--- src/rtl/sdram_cmd_fsm_pkg.sv ---
// Shared encodings for the SDRAM command FSM: init/work state codes,
// SDRAM command codes {cs_n,ras_n,cas_n,we_n} and nominal timing counts.
package sdram_cmd_fsm_pkg;

    typedef enum logic [4:0] {
        I_POWON    = 5'd0,
        I_PRE      = 5'd1,
        I_PRE_TRP  = 5'd2,
        I_AR0      = 5'd3,
        I_AR0_TRFC = 5'd4,
        I_AR1      = 5'd5,
        I_AR1_TRFC = 5'd6,
        I_MRS      = 5'd7,
        I_MRS_TMRD = 5'd8,
        I_DONE     = 5'd9
    } init_state_t;

    typedef enum logic [4:0] {
        S_IDLE    = 5'd0,
        S_ACTIVE  = 5'd1,
        S_TRCD    = 5'd2,
        S_WRITE   = 5'd3,
        S_WR_DATA = 5'd4,
        S_TDAL    = 5'd5,
        S_READ    = 5'd6,
        S_CL      = 5'd7,
        S_RD_DATA = 5'd8,
        S_RWAIT   = 5'd9,
        S_AR      = 5'd10,
        S_TRFC    = 5'd11,
        S_AR1     = 5'd12,
        S_TRFC1   = 5'd13
    } work_state_t;

    localparam logic [3:0] CMD_NOP  = 4'b0111;
    localparam logic [3:0] CMD_PRE  = 4'b0010;
    localparam logic [3:0] CMD_AREF = 4'b0001;
    localparam logic [3:0] CMD_MRS  = 4'b0000;
    localparam logic [3:0] CMD_ACT  = 4'b0011;
    localparam logic [3:0] CMD_WR   = 4'b0100;
    localparam logic [3:0] CMD_RD   = 4'b0101;

    // Cycles spent in each timed wait state (as counted by the timer block)
    localparam int T_RP   = 2;
    localparam int T_RFC  = 4;
    localparam int T_MRD  = 2;
    localparam int T_RCD  = 2;
    localparam int T_CL   = 3;
    localparam int R_BL   = 4;
    localparam int T_WAIT = 1;
    localparam int W_BL   = 4;
    localparam int T_DAL  = 3;

endpackage

--- src/rtl/sdram_cmd_dec.sv ---
// Next-state to SDRAM command decoder. Init states take precedence until
// the init FSM reaches I_DONE; o_a10 flags commands that force a[10] high
// (precharge-all and auto-precharge on WR/RD).
import sdram_cmd_fsm_pkg::*;

module sdram_cmd_dec (
    input  init_state_t i_init_nxt,
    input  work_state_t i_work_nxt,
    output logic [3:0]  o_cmd,
    output logic        o_a10
);

    // Pure decode of the upcoming state into its command
    always_comb begin
        o_cmd = CMD_NOP;
        o_a10 = 1'b0;
        if (i_init_nxt != I_DONE) begin
            case (i_init_nxt)
                I_PRE:        begin o_cmd = CMD_PRE; o_a10 = 1'b1; end
                I_AR0, I_AR1: o_cmd = CMD_AREF;
                I_MRS:        o_cmd = CMD_MRS;
                default:      ;
            endcase
        end else begin
            case (i_work_nxt)
                S_ACTIVE:   o_cmd = CMD_ACT;
                S_WRITE:    begin o_cmd = CMD_WR; o_a10 = 1'b1; end
                S_READ:     begin o_cmd = CMD_RD; o_a10 = 1'b1; end
                S_AR, S_AR1: o_cmd = CMD_AREF;
                default:    ;
            endcase
        end
    end

endmodule

--- src/rtl/sdram_cmd_fsm.sv ---
// SDRAM init + work state machine. Commands are decoded from the next state
// and registered, so each command sits on the pins exactly while the state
// register holds the matching command state.
import sdram_cmd_fsm_pkg::*;

module sdram_cmd_fsm #(
    parameter int               ROW_W    = 12,
    parameter int               COL_W    = 9,
    parameter int               BA_W     = 2,
    parameter logic [ROW_W-1:0] MODE_REG = 12'h032
) (
    input  logic                      clk,
    input  logic                      rst_n,
    input  logic                      done_200us,
    input  logic                      end_trp,
    input  logic                      end_trfc,
    input  logic                      end_tmrd,
    input  logic                      end_trcd,
    input  logic                      end_tcl,
    input  logic                      end_tread,
    input  logic                      end_twait,
    input  logic                      end_twrite,
    input  logic                      end_tdal,
    input  logic                      ref_domain,
    input  logic                      sdram_ref_req,
    output logic                      sdram_ref_ack,
    input  logic                      sdram_wr_req,
    input  logic                      sdram_rd_req,
    input  logic [BA_W+ROW_W+COL_W-1:0] sdram_addr,
    output logic                      sdram_wr_ack,
    output logic                      sdram_rd_ack,
    output logic [4:0]                init_state,
    output logic [4:0]                work_state,
    output logic [4:0]                cur_init_state,
    output logic [4:0]                cur_work_state,
    output logic                      sdram_cke,
    output logic                      sdram_cs_n,
    output logic                      sdram_ras_n,
    output logic                      sdram_cas_n,
    output logic                      sdram_we_n,
    output logic [BA_W-1:0]           sdram_ba,
    output logic [ROW_W-1:0]          sdram_a,
    output logic                      sdram_dq_oe,
    output logic                      sdram_busy
);

    localparam int AW = BA_W + ROW_W + COL_W;

    init_state_t          r_init_state, w_init_nxt, r_cur_init;
    work_state_t          r_work_state, w_work_nxt, r_cur_work;
    logic                 w_accept_wr, w_accept_rd;
    logic                 r_dir;          // 1 = write path
    logic [AW-1:0]        r_addr;
    logic [AW-1:0]        w_addr_src;
    logic [3:0]           w_cmd, r_cmd;
    logic                 w_a10;
    logic [BA_W-1:0]      w_ba, r_ba;
    logic [ROW_W-1:0]     w_a, r_a, w_col_ext;
    logic                 r_dq_oe, r_wr_ack, r_rd_ack, r_ref_ack;

    // Next-state logic for both FSMs plus request arbitration at S_IDLE
    always_comb begin
        w_init_nxt  = r_init_state;
        w_work_nxt  = r_work_state;
        w_accept_wr = 1'b0;
        w_accept_rd = 1'b0;
        case (r_init_state)
            I_POWON:    if (done_200us) w_init_nxt = I_PRE;
            I_PRE:      w_init_nxt = I_PRE_TRP;
            I_PRE_TRP:  if (end_trp)  w_init_nxt = I_AR0;
            I_AR0:      w_init_nxt = I_AR0_TRFC;
            I_AR0_TRFC: if (end_trfc) w_init_nxt = I_AR1;
            I_AR1:      w_init_nxt = I_AR1_TRFC;
            I_AR1_TRFC: if (end_trfc) w_init_nxt = I_MRS;
            I_MRS:      w_init_nxt = I_MRS_TMRD;
            I_MRS_TMRD: if (end_tmrd) w_init_nxt = I_DONE;
            default:    ;
        endcase
        if (r_init_state == I_DONE) begin
            case (r_work_state)
                S_IDLE: begin
                    if (sdram_ref_req) begin
                        w_work_nxt = S_AR;
                    end else if (sdram_wr_req && !ref_domain) begin
                        w_work_nxt  = S_ACTIVE;
                        w_accept_wr = 1'b1;
                    end else if (sdram_rd_req && !ref_domain) begin
                        w_work_nxt  = S_ACTIVE;
                        w_accept_rd = 1'b1;
                    end
                end
                S_ACTIVE:  w_work_nxt = S_TRCD;
                S_TRCD:    if (end_trcd) w_work_nxt = r_dir ? S_WRITE : S_READ;
                S_WRITE:   w_work_nxt = S_WR_DATA;
                S_WR_DATA: if (end_twrite) w_work_nxt = S_TDAL;
                S_TDAL:    if (end_tdal) w_work_nxt = S_IDLE;
                S_READ:    w_work_nxt = S_CL;
                S_CL:      if (end_tcl) w_work_nxt = S_RD_DATA;
                S_RD_DATA: if (end_tread) w_work_nxt = S_RWAIT;
                S_RWAIT:   if (end_twait) w_work_nxt = S_IDLE;
                S_AR:      w_work_nxt = S_TRFC;
                S_TRFC:    if (end_trfc) w_work_nxt = S_AR1;
                S_AR1:     w_work_nxt = S_TRFC1;
                S_TRFC1:   if (end_trfc) w_work_nxt = S_IDLE;
                default:   w_work_nxt = S_IDLE;
            endcase
        end
    end

    // State registers and their one-cycle-delayed copies
    always_ff @(posedge clk) begin
        if (!rst_n) begin
            r_init_state <= I_POWON;
            r_work_state <= S_IDLE;
            r_cur_init   <= I_POWON;
            r_cur_work   <= S_IDLE;
        end else begin
            r_init_state <= w_init_nxt;
            r_work_state <= w_work_nxt;
            r_cur_init   <= r_init_state;
            r_cur_work   <= r_work_state;
        end
    end

    // Latch address and direction only in the acceptance cycle
    always_ff @(posedge clk) begin
        if (!rst_n) begin
            r_addr <= '0;
            r_dir  <= 1'b0;
        end else if (w_accept_wr || w_accept_rd) begin
            r_addr <= sdram_addr;
            r_dir  <= w_accept_wr;
        end
    end

    sdram_cmd_dec u_dec (
        .i_init_nxt (w_init_nxt),
        .i_work_nxt (w_work_nxt),
        .o_cmd      (w_cmd),
        .o_a10      (w_a10)
    );

    // ACT is issued in the acceptance cycle itself, before r_addr has the
    // new value, so the live input address is used then.
    assign w_addr_src = (w_accept_wr || w_accept_rd) ? sdram_addr : r_addr;
    assign w_col_ext  = {{(ROW_W-COL_W){1'b0}}, w_addr_src[COL_W-1:0]};

    // Bank/address bus contents for the upcoming command
    always_comb begin
        w_ba = '0;
        w_a  = '0;
        case (w_cmd)
            CMD_MRS: w_a = MODE_REG;
            CMD_ACT: begin
                w_ba = w_addr_src[AW-1 -: BA_W];
                w_a  = w_addr_src[ROW_W+COL_W-1 -: ROW_W];
            end
            CMD_WR, CMD_RD: begin
                w_ba = w_addr_src[AW-1 -: BA_W];
                w_a  = w_col_ext;
            end
            default: ;
        endcase
        if (w_a10) w_a[10] = 1'b1;
    end

    // Registered command pins, data-enable and ack pulses
    always_ff @(posedge clk) begin
        if (!rst_n) begin
            r_cmd     <= CMD_NOP;
            r_ba      <= '0;
            r_a       <= '0;
            r_dq_oe   <= 1'b0;
            r_wr_ack  <= 1'b0;
            r_rd_ack  <= 1'b0;
            r_ref_ack <= 1'b0;
        end else begin
            r_cmd     <= w_cmd;
            r_ba      <= w_ba;
            r_a       <= w_a;
            r_dq_oe   <= (w_work_nxt == S_WR_DATA);
            r_wr_ack  <= w_accept_wr;
            r_rd_ack  <= w_accept_rd;
            r_ref_ack <= (w_work_nxt == S_AR);
        end
    end

    assign {sdram_cs_n, sdram_ras_n, sdram_cas_n, sdram_we_n} = r_cmd;
    assign sdram_cke      = 1'b1;
    assign sdram_ba       = r_ba;
    assign sdram_a        = r_a;
    assign sdram_dq_oe    = r_dq_oe;
    assign sdram_wr_ack   = r_wr_ack;
    assign sdram_rd_ack   = r_rd_ack;
    assign sdram_ref_ack  = r_ref_ack;
    assign init_state     = r_init_state;
    assign work_state     = r_work_state;
    assign cur_init_state = r_cur_init;
    assign cur_work_state = r_cur_work;
    assign sdram_busy     = (r_work_state != S_IDLE) || (r_init_state != I_DONE);

endmodule

--- config.mk ---
export PLATFORM = sky130hd
export DESIGN_NAME = sdram_cmd_fsm
export DESIGN_NICKNAME = d
export VERILOG_FILES = /design/src/rtl/sdram_cmd_fsm_pkg.sv /design/src/rtl/sdram_cmd_dec.sv /design/src/rtl/sdram_cmd_fsm.sv
export SDC_FILE = /design/constraint.sdc
export NUM_CORES = 1
export LEC_CHECK = 0
export CAP_MARGIN = 20
export CORE_MARGIN = 1.5
export CORE_UTILIZATION = 47
export DETAILED_ROUTE_END_ITERATION = 10
export MAX_ROUTING_LAYER = met4
export PLACE_DENSITY = 0.83
export SLEW_MARGIN = 0
export SYNTH_ARGS = -nofsm -noshare
export SYNTH_HDL_FRONTEND = slang
export SYNTH_SLANG_ARGS = --single-unit
--- constraint.sdc ---
create_clock -name clk -period 3.12 [get_ports clk]
set_clock_uncertainty 0.1 [all_clocks]
set_input_delay 0.624 -clock clk [delete_from_list [all_inputs] [get_ports clk]]
set_output_delay 0.624 -clock clk [all_outputs]
set_load 0.01 [all_outputs]
==> results.md, run 1 <==
- H-tree Lvls: 3
- Final GP Congestion: 0.984
- Leak: 0.00138 uW
- Layout cells sized above 1: 12.6%
- Die height: 81.1 um
- Hold Buf Count CTS: 0
- Syn Nets: 328
- Crit path time final: 2.85 ns
- EDFF count, synth: 0
- Max_cap viols: 0
- Sink Count: 65
- GRT Util Overall: 22.7%
- Unrepaired setup endpoints after global routing: no
- Final period util: 91.5%
- DRT Wirelength: 6.76 mm
- Relative slew slack: 52.0%
- Total chip power: 1650 uW
- Clk pin slew, worst setup/hold paths: 0.08 ns
- Synthesized area: 2870 sq um
- Max frequency: 350 MHz
- First-pass GRT wire length: 10.9 mm
- Routed Antenna Nets: 0
- Distinct cells, synth: 62
- Ports: 83
- Buffers added on ports: 80
- Nets: 408
- Initial antenna violation count: 0
- CTS tree: done
- Area contributors post-synth: dfxtp_1 45%, mux2i_1 8.0%, nor2_1 5.2%
- Post-synth top flop: dfxtp_1
- Largest net degree at the start of global routing: 26
- CTS max path bufs: 2
- Count of final setup violators: 0
- Starting Density: 48.5%
- Die X-Extent: 81.1 um
- Worst setup EP type: output pin
- Startpoint Class: flop
- Total negative slack: 0 ns
- Share of the synthesized area in the top cell type: 45.3%
- Clk Latency, worst-skew pair: 0.34 ns
- Standard-cell rows: 28
- Number of global-route vias before repair: 2,330
- Hold Vio Cnt, Final: 0
- Number of buffers created by CTS: 9
- Yosys top cell by area: dfxtp_1
- Register area share after synthesis: 45.3%
- Outcome: finished clean
- Postcts setup bufs: 0
- Number of vias per cell: 5.32
- Worst ir drop on vdd: 0.238 mV
- Cell area power density: 426 nW/um^2
- # DRC: 0
- Crit Path Class: flop to output pin
- Hold Crit Class: flop to flop
- Slew @ Worst Pin: 0.719 ns
- Util after Layout: 65.3%
- Core area: 5920 sq um
- Crit-path max FO: 19
- Die ar.: 6580 sq um
- Remaining Overflow, GRT: 0
- Crit path DAT: 2.13 ns
- Worst EP required: 2.40 ns
- HPWL after DPL: 4.77 mm
- 1st-pass router iterations: 6
- ANT cells: 0
- Avg Cell Area, Syn: 9.93 sq um
- Synth async-reset ratio: 0%
- Final slew viol count: 0
- DR vias: 2,389
- Initial DRC count: 175
- Post-synthesis cell count: 289
- Post-Layout Cell Count: 449
- Post-cts gate resize count: 0
- Clk root buf: clkbuf_8
- WL per Instance: 15.0 um
- Seq cells post-synth: 65
- YS warnings: 0
- Area grow syn2layout: 34.7%
- DP Cell Count: 433
worst paths after layout:
| kind | cells after the start | from | slack [ns] | to |
|---|---|---|---|---|
| max | 4 | work_state[3] | 0.27 | sdram_busy |
| min | 2 | r_addr[20] | 0.39 | r_addr[20] |
| max reg2reg | 8 | work_state[3] | 0.29 | sdram_a[5] |
| min reg2reg | 2 | r_addr[20] | 0.39 | r_addr[20] |
logic make-up after synthesis:
| kind of cell | after synthesis | share of synthesized area [%] |
|---|---|---|
| and+or+nand+nor | 118 | 23.5 |
| DFF | 65 | 45.3 |
| AOI/OAI and AO/OA | 47 | 13.3 |
| buffers and inverters | 27 | 7.06 |
| muxes | 24 | 8.41 |
| xor gates and xnor gates | 6 | 2.09 |
| other | 2 | 0.262 |
sequential cells by signal (all words and copies together), names as in the netlist:
name	count
cur_init_state	5
work_state	5
sdram_wr_ack	1
cur_work_state	5
sdram_ref_ack	1
sdram_a	12
sdram_ba	2
r_cmd	3
r_dir	1
sdram_dq_oe	1
r_addr	23
init_state	5
sdram_rd_ack	1
report_power, final:
| group | internal, uW | switching, uW | total, uW |
|---|---|---|---|
| Clock | 310 | 324 | 635 |
| Combinational | 93.0 | 71.0 | 164 |
| Sequential | 841 | 9.16 | 850 |
| Total | 1240 | 404 | 1650 |
final cells by class:
cell class	instances	area [sq um]
multi-input combinational	197	1370
fill	484	2050
clock inverter	6	42.5
sequential	65	1300
tap	75	93.8
clock buffer	10	138
inverter	6	22.5
timing repair buffer	90	901
per-layer routing:
metal	part of all wire [%]	wire length, um	vias to the layer above	global-route usage, %
met4	1.9	127	0	9.83
met5	0	0	-	-
met2	47	3160	107	35.1
met1	44	2960	1092	27.9
met3	7.6	513	15	6.18
li1	-	-	1175	-
worst max-delay path, stage by stage (launching register included):
cell and delay (ns):
dfxtp_1 0.50, or3_4 0.43, nor3_2 0.24, nand3_1 0.13, clkdlybuf4s50_1 0.50
placed cells by master (no fill, tap or decap), types with 3 or more instances in the layout:
cell type	netlist	final
nor2_1	40	40
nand3_1	8	8
o2bb2ai_1	3	3
a21oi_1	7	7
o21ai_0	4	4
xor2_1	3	3
o211ai_1	3	3
nand3b_1	4	4
buf_4	7	8
dfxtp_1	65	65
nor3b_1	3	3
inv_1	5	5
clkbuf_8	0	10
a22o_1	5	5
nor3_1	6	6
and3_1	6	6
clkdlybuf4s50_1	0	80
and2_1	9	9
nand2_1	15	15
mux2i_1	23	23
a221o_1	3	3
a31oi_1	3	3
nand2b_1	3	3
nor2b_1	4	3
through the flow:
stage / instance area (sq um) / hold slack, ns / worst slack (ns)
floorplan: 2870 / 0.355 / 0.542
CTS: 3870 / 0.393 / 0.275
global route: 3870 / 0.437 / 0.100
finish: 3870 / 0.394 / 0.266
detailed placement: 3690 / 0.375 / 0.0480
global placement: 3690 / 0.371 / 0.125
synth_stat cells (3+ instances only):
library cell,count
a22o_1,5
nand2b_1,3
xor2_1,3
nor3_1,6
o21ai_0,4
nor2_1,40
nand3b_1,4
buf_4,7
and3_1,6
dfxtp_1,65
nand2_1,15
o211ai_1,3
clkbuf_1,3
inv_1,5
nand3_1,8
buf_6,10
nor3b_1,3
mux2i_1,23
a31oi_1,3
a21oi_1,7
nor2b_1,4
and2_1,9
o2bb2ai_1,3
a221o_1,3
Power figures use the tool's default switching activity.
==> run 2, diff against run 1 <==
--- a/config.mk
+++ b/config.mk
@@ -7,10 +7,11 @@
 export LEC_CHECK = 0
 export CAP_MARGIN = 20
 export CORE_MARGIN = 1.5
-export CORE_UTILIZATION = 47
+export CORE_UTILIZATION = 49
+export CTS_BUF_LIST = sky130_fd_sc_hd__clkbuf_8
 export DETAILED_ROUTE_END_ITERATION = 10
 export MAX_ROUTING_LAYER = met4
-export PLACE_DENSITY = 0.83
+export PLACE_DENSITY = 0.86
 export SLEW_MARGIN = 0
 export SYNTH_ARGS = -nofsm -noshare
 export SYNTH_HDL_FRONTEND = slang
==> run 2 against run 1 <==
  * Sequential power barely moved
  * Clock-buffer cell count grew 1
  * Final area increased by 1.2%
  * Worst hold slack better by 0.020 ns
  * Non-clock buffer count rose by 2
  * Fmax fell by 0.94%
  * Register-to-register slack improved by 0.04 ns
  * Largest cell class unchanged
  * Largest power group unchanged
==> results.md, run 2 (synthesis gave the netlist of run 1 again) <==
- Outcome: finished clean (unchanged)
- Buffers plus inverters on the worst setup path: 1 (unchanged)
- Worst path max stage delay: 0.59 ns (was 0.50 ns)
- H-tree Lvls: 3 (unchanged)
- CP top delay family: compound AO/OA/AOI/OAI gates (was simple AND/OR/NAND/NOR gates)
- Clk Latency, worst-skew pair: 0.34 ns (about the same)
- Post-Layout Cell Count: 448 (was 449)
- CTS tree: done (unchanged)
- GRT Util Overall: 23.1% (was 22.7%)
- Standard-cell rows: 27 (was 28)
- DR vias: 2,408 (was 2,389)
- Remaining Overflow, GRT: 0 (unchanged)
- Nets: 410 (was 408)
- Layout cells sized above 1: 13.0% (was 12.6%)
- Hold Vio Cnt, Final: 0 (unchanged)
- Max frequency: 347 MHz (was 350 MHz)
- Postcts setup bufs: 0 (unchanged)
- 1st-pass router iterations: 4 (was 6)
- Slew @ Worst Pin: 0.534 ns (was 0.719 ns)
- Worst EP required: 3.24 ns (was 2.40 ns)
- Worst ir drop on vdd: 0.367 mV (was 0.238 mV)
- Crit-path max FO: 9 (was 19)
- Crit Path Class: input port to flop (was flop to output pin)
- Hold Crit Class: flop to flop (unchanged)
- Die ar.: 6330 sq um (was 6580 sq um)
- Largest register FFs: 23 (unchanged)
- Largest net degree at the start of global routing: 35 (was 26)
- Ports: 83 (unchanged)
- Crit-path slowest cell: clkdlybuf4s50_1 (was dfxtp_1)
- DP Cell Count: 432 (was 433)
- Final period util: 92.3% (was 91.5%)
- Post-Place Cell Area: 3700 sq um (was 3690 sq um)
- Clk pin slew, worst setup/hold paths: 0.07 ns (was 0.08 ns)
- Number of vias per cell: 5.38 (was 5.32)
- Routed Antenna Nets: 0 (unchanged)
- First-pass GRT wire length: 11.0 mm (was 10.9 mm)
- Commonest non-fill, non-tap cell in the layout: clkdlybuf4s50_1 (unchanged)
- Buffers added on ports: 80 (unchanged)
- Area grow syn2layout: 36.3% (was 34.7%)
- Crit path DAT: 3.00 ns (was 2.13 ns)
- Largest reg by FF count: r_addr (unchanged)
- Cell area power density: 452 nW/um^2 (was 426 nW/um^2)
- Final slew viol count: 0 (unchanged)
- Initial antenna violation count: 0 (unchanged)
- Crit path time final: 2.88 ns (was 2.85 ns)
- Core area: 5570 sq um (was 5920 sq um)
- Hold Buf Count CTS: 0 (unchanged)
- Startpoint Class: input port (was flop)
- Unrepaired setup endpoints after global routing: no (unchanged)
- Post-cts gate resize count: 0 (unchanged)
- DRT Wirelength: 6.77 mm (was 6.76 mm)
- # DRC: 0 (unchanged)
- Max_cap viols: 0 (unchanged)
- Number of global-route vias before repair: 2,397 (was 2,330)
- Sink Count: 65 (unchanged)
- Number of buffers created by CTS: 9 (unchanged)
- Starting Density: 51.5% (was 48.5%)
- Die X-Extent: 79.5 um (was 81.1 um)
- Count of final setup violators: 0 (unchanged)
- Clk root buf: clkbuf_8 (unchanged)
- Design area: 3910 sq um (was 3870 sq um)
- Final GP Congestion: 0.916 (was 0.984)
- Worst setup EP type: flop (was output pin)
- Leak: 0.00141 uW (was 0.00138 uW)
- Commonest non-fill, non-tap cells in the layout: 80 x clkdlybuf4s50_1, 65 x dfxtp_1, 40 x nor2_1 (unchanged)
- HPWL after DPL: 4.69 mm (was 4.77 mm)
- WL per Instance: 15.1 um (was 15.0 um)
- CTS max path bufs: 2 (unchanged)
- Die height: 79.5 um (was 81.1 um)
- ANT cells: 0 (unchanged)
- Relative slew slack: 64.3% (was 52.0%)
- Initial DRC count: 255 (was 175)
- CP Cell Sequence: clkdlybuf4s50_1, nand2b_1, a21oi_1, a2111oi_1, o21ai_2, xnor2_2, and3_4, a221o_1 (was or3_4, nor3_2, nand3_1, clkdlybuf4s50_1)
==> run 2: cell count changes in the layout (fill, tap and decap cells not counted), sizes merged <==
cell	change
clkbuf	+1
buf	+2
bufinv	+1
clkinv	-2
==> run 2: per-stage QoR <==
step | utilization (%) | setup slack, ns | total power (uW) | hold WS (ns) | TNS [ns]
2_1_floorplan | - | 0.542 | 943 | 0.355 | 0
3_3_place_gp | 66.4 | 0.0771 | 1030 | 0.373 | 0
3_5_place_dp | 66.4 | -0.00297 | 1030 | 0.399 | -0.00313
4_1_cts | 70.2 | 0.314 | 1770 | 0.418 | 0
5_1_grt | 70.2 | 0.173 | 1830 | 0.443 | 0
6_report | 70.2 | 0.239 | 1770 | 0.413 | 0
==> run 2: path summary, 6_finish.rpt <==
check / cells past startpoint / startpoint / endpoint / slack [ns]
hold / removal: 2 / r_addr[18] / r_addr[18] / 0.41
hold reg to reg: 2 / r_addr[18] / r_addr[18] / 0.41
setup / recovery: 8 / end_trfc / sdram_a[5] / 0.24
setup reg to reg: 7 / work_state[0] / sdram_a[5] / 0.33
==> run 2: area by class of cell <==
type / instances / area [sq um]
fill: 426 / 1660
multi-input combinational: 197 / 1370
sequential: 65 / 1300
timing repair buffer: 92 / 916
clock buffer: 11 / 151
tap: 72 / 90.1
clock inverter: 5 / 62.6
inverter: 6 / 22.5
==> run 2: worst min-delay path: stages, from the launching register on <==
cell,delay (ns)
dfxtp_1,0.32
mux2i_1,0.08
nor2_1,0.09
==> run 2: layer usage <==
metal | vias to the layer above | share of wire, % | GRT usage [%]
met3 | 15 | 5.8 | 4.34
met5 | - | 0 | -
li1 | 1181 | - | -
met4 | 0 | 1.8 | 10.7
met2 | 87 | 50 | 38.3
met1 | 1125 | 43 | 27.1
==> run 2: report_power, final <==
part           total (uW)  switching (uW)  internal [uW]
combinational         166            73.4           93.0
sequential            851            9.99            841
clock                 751             335            417
total                1770             418           1350
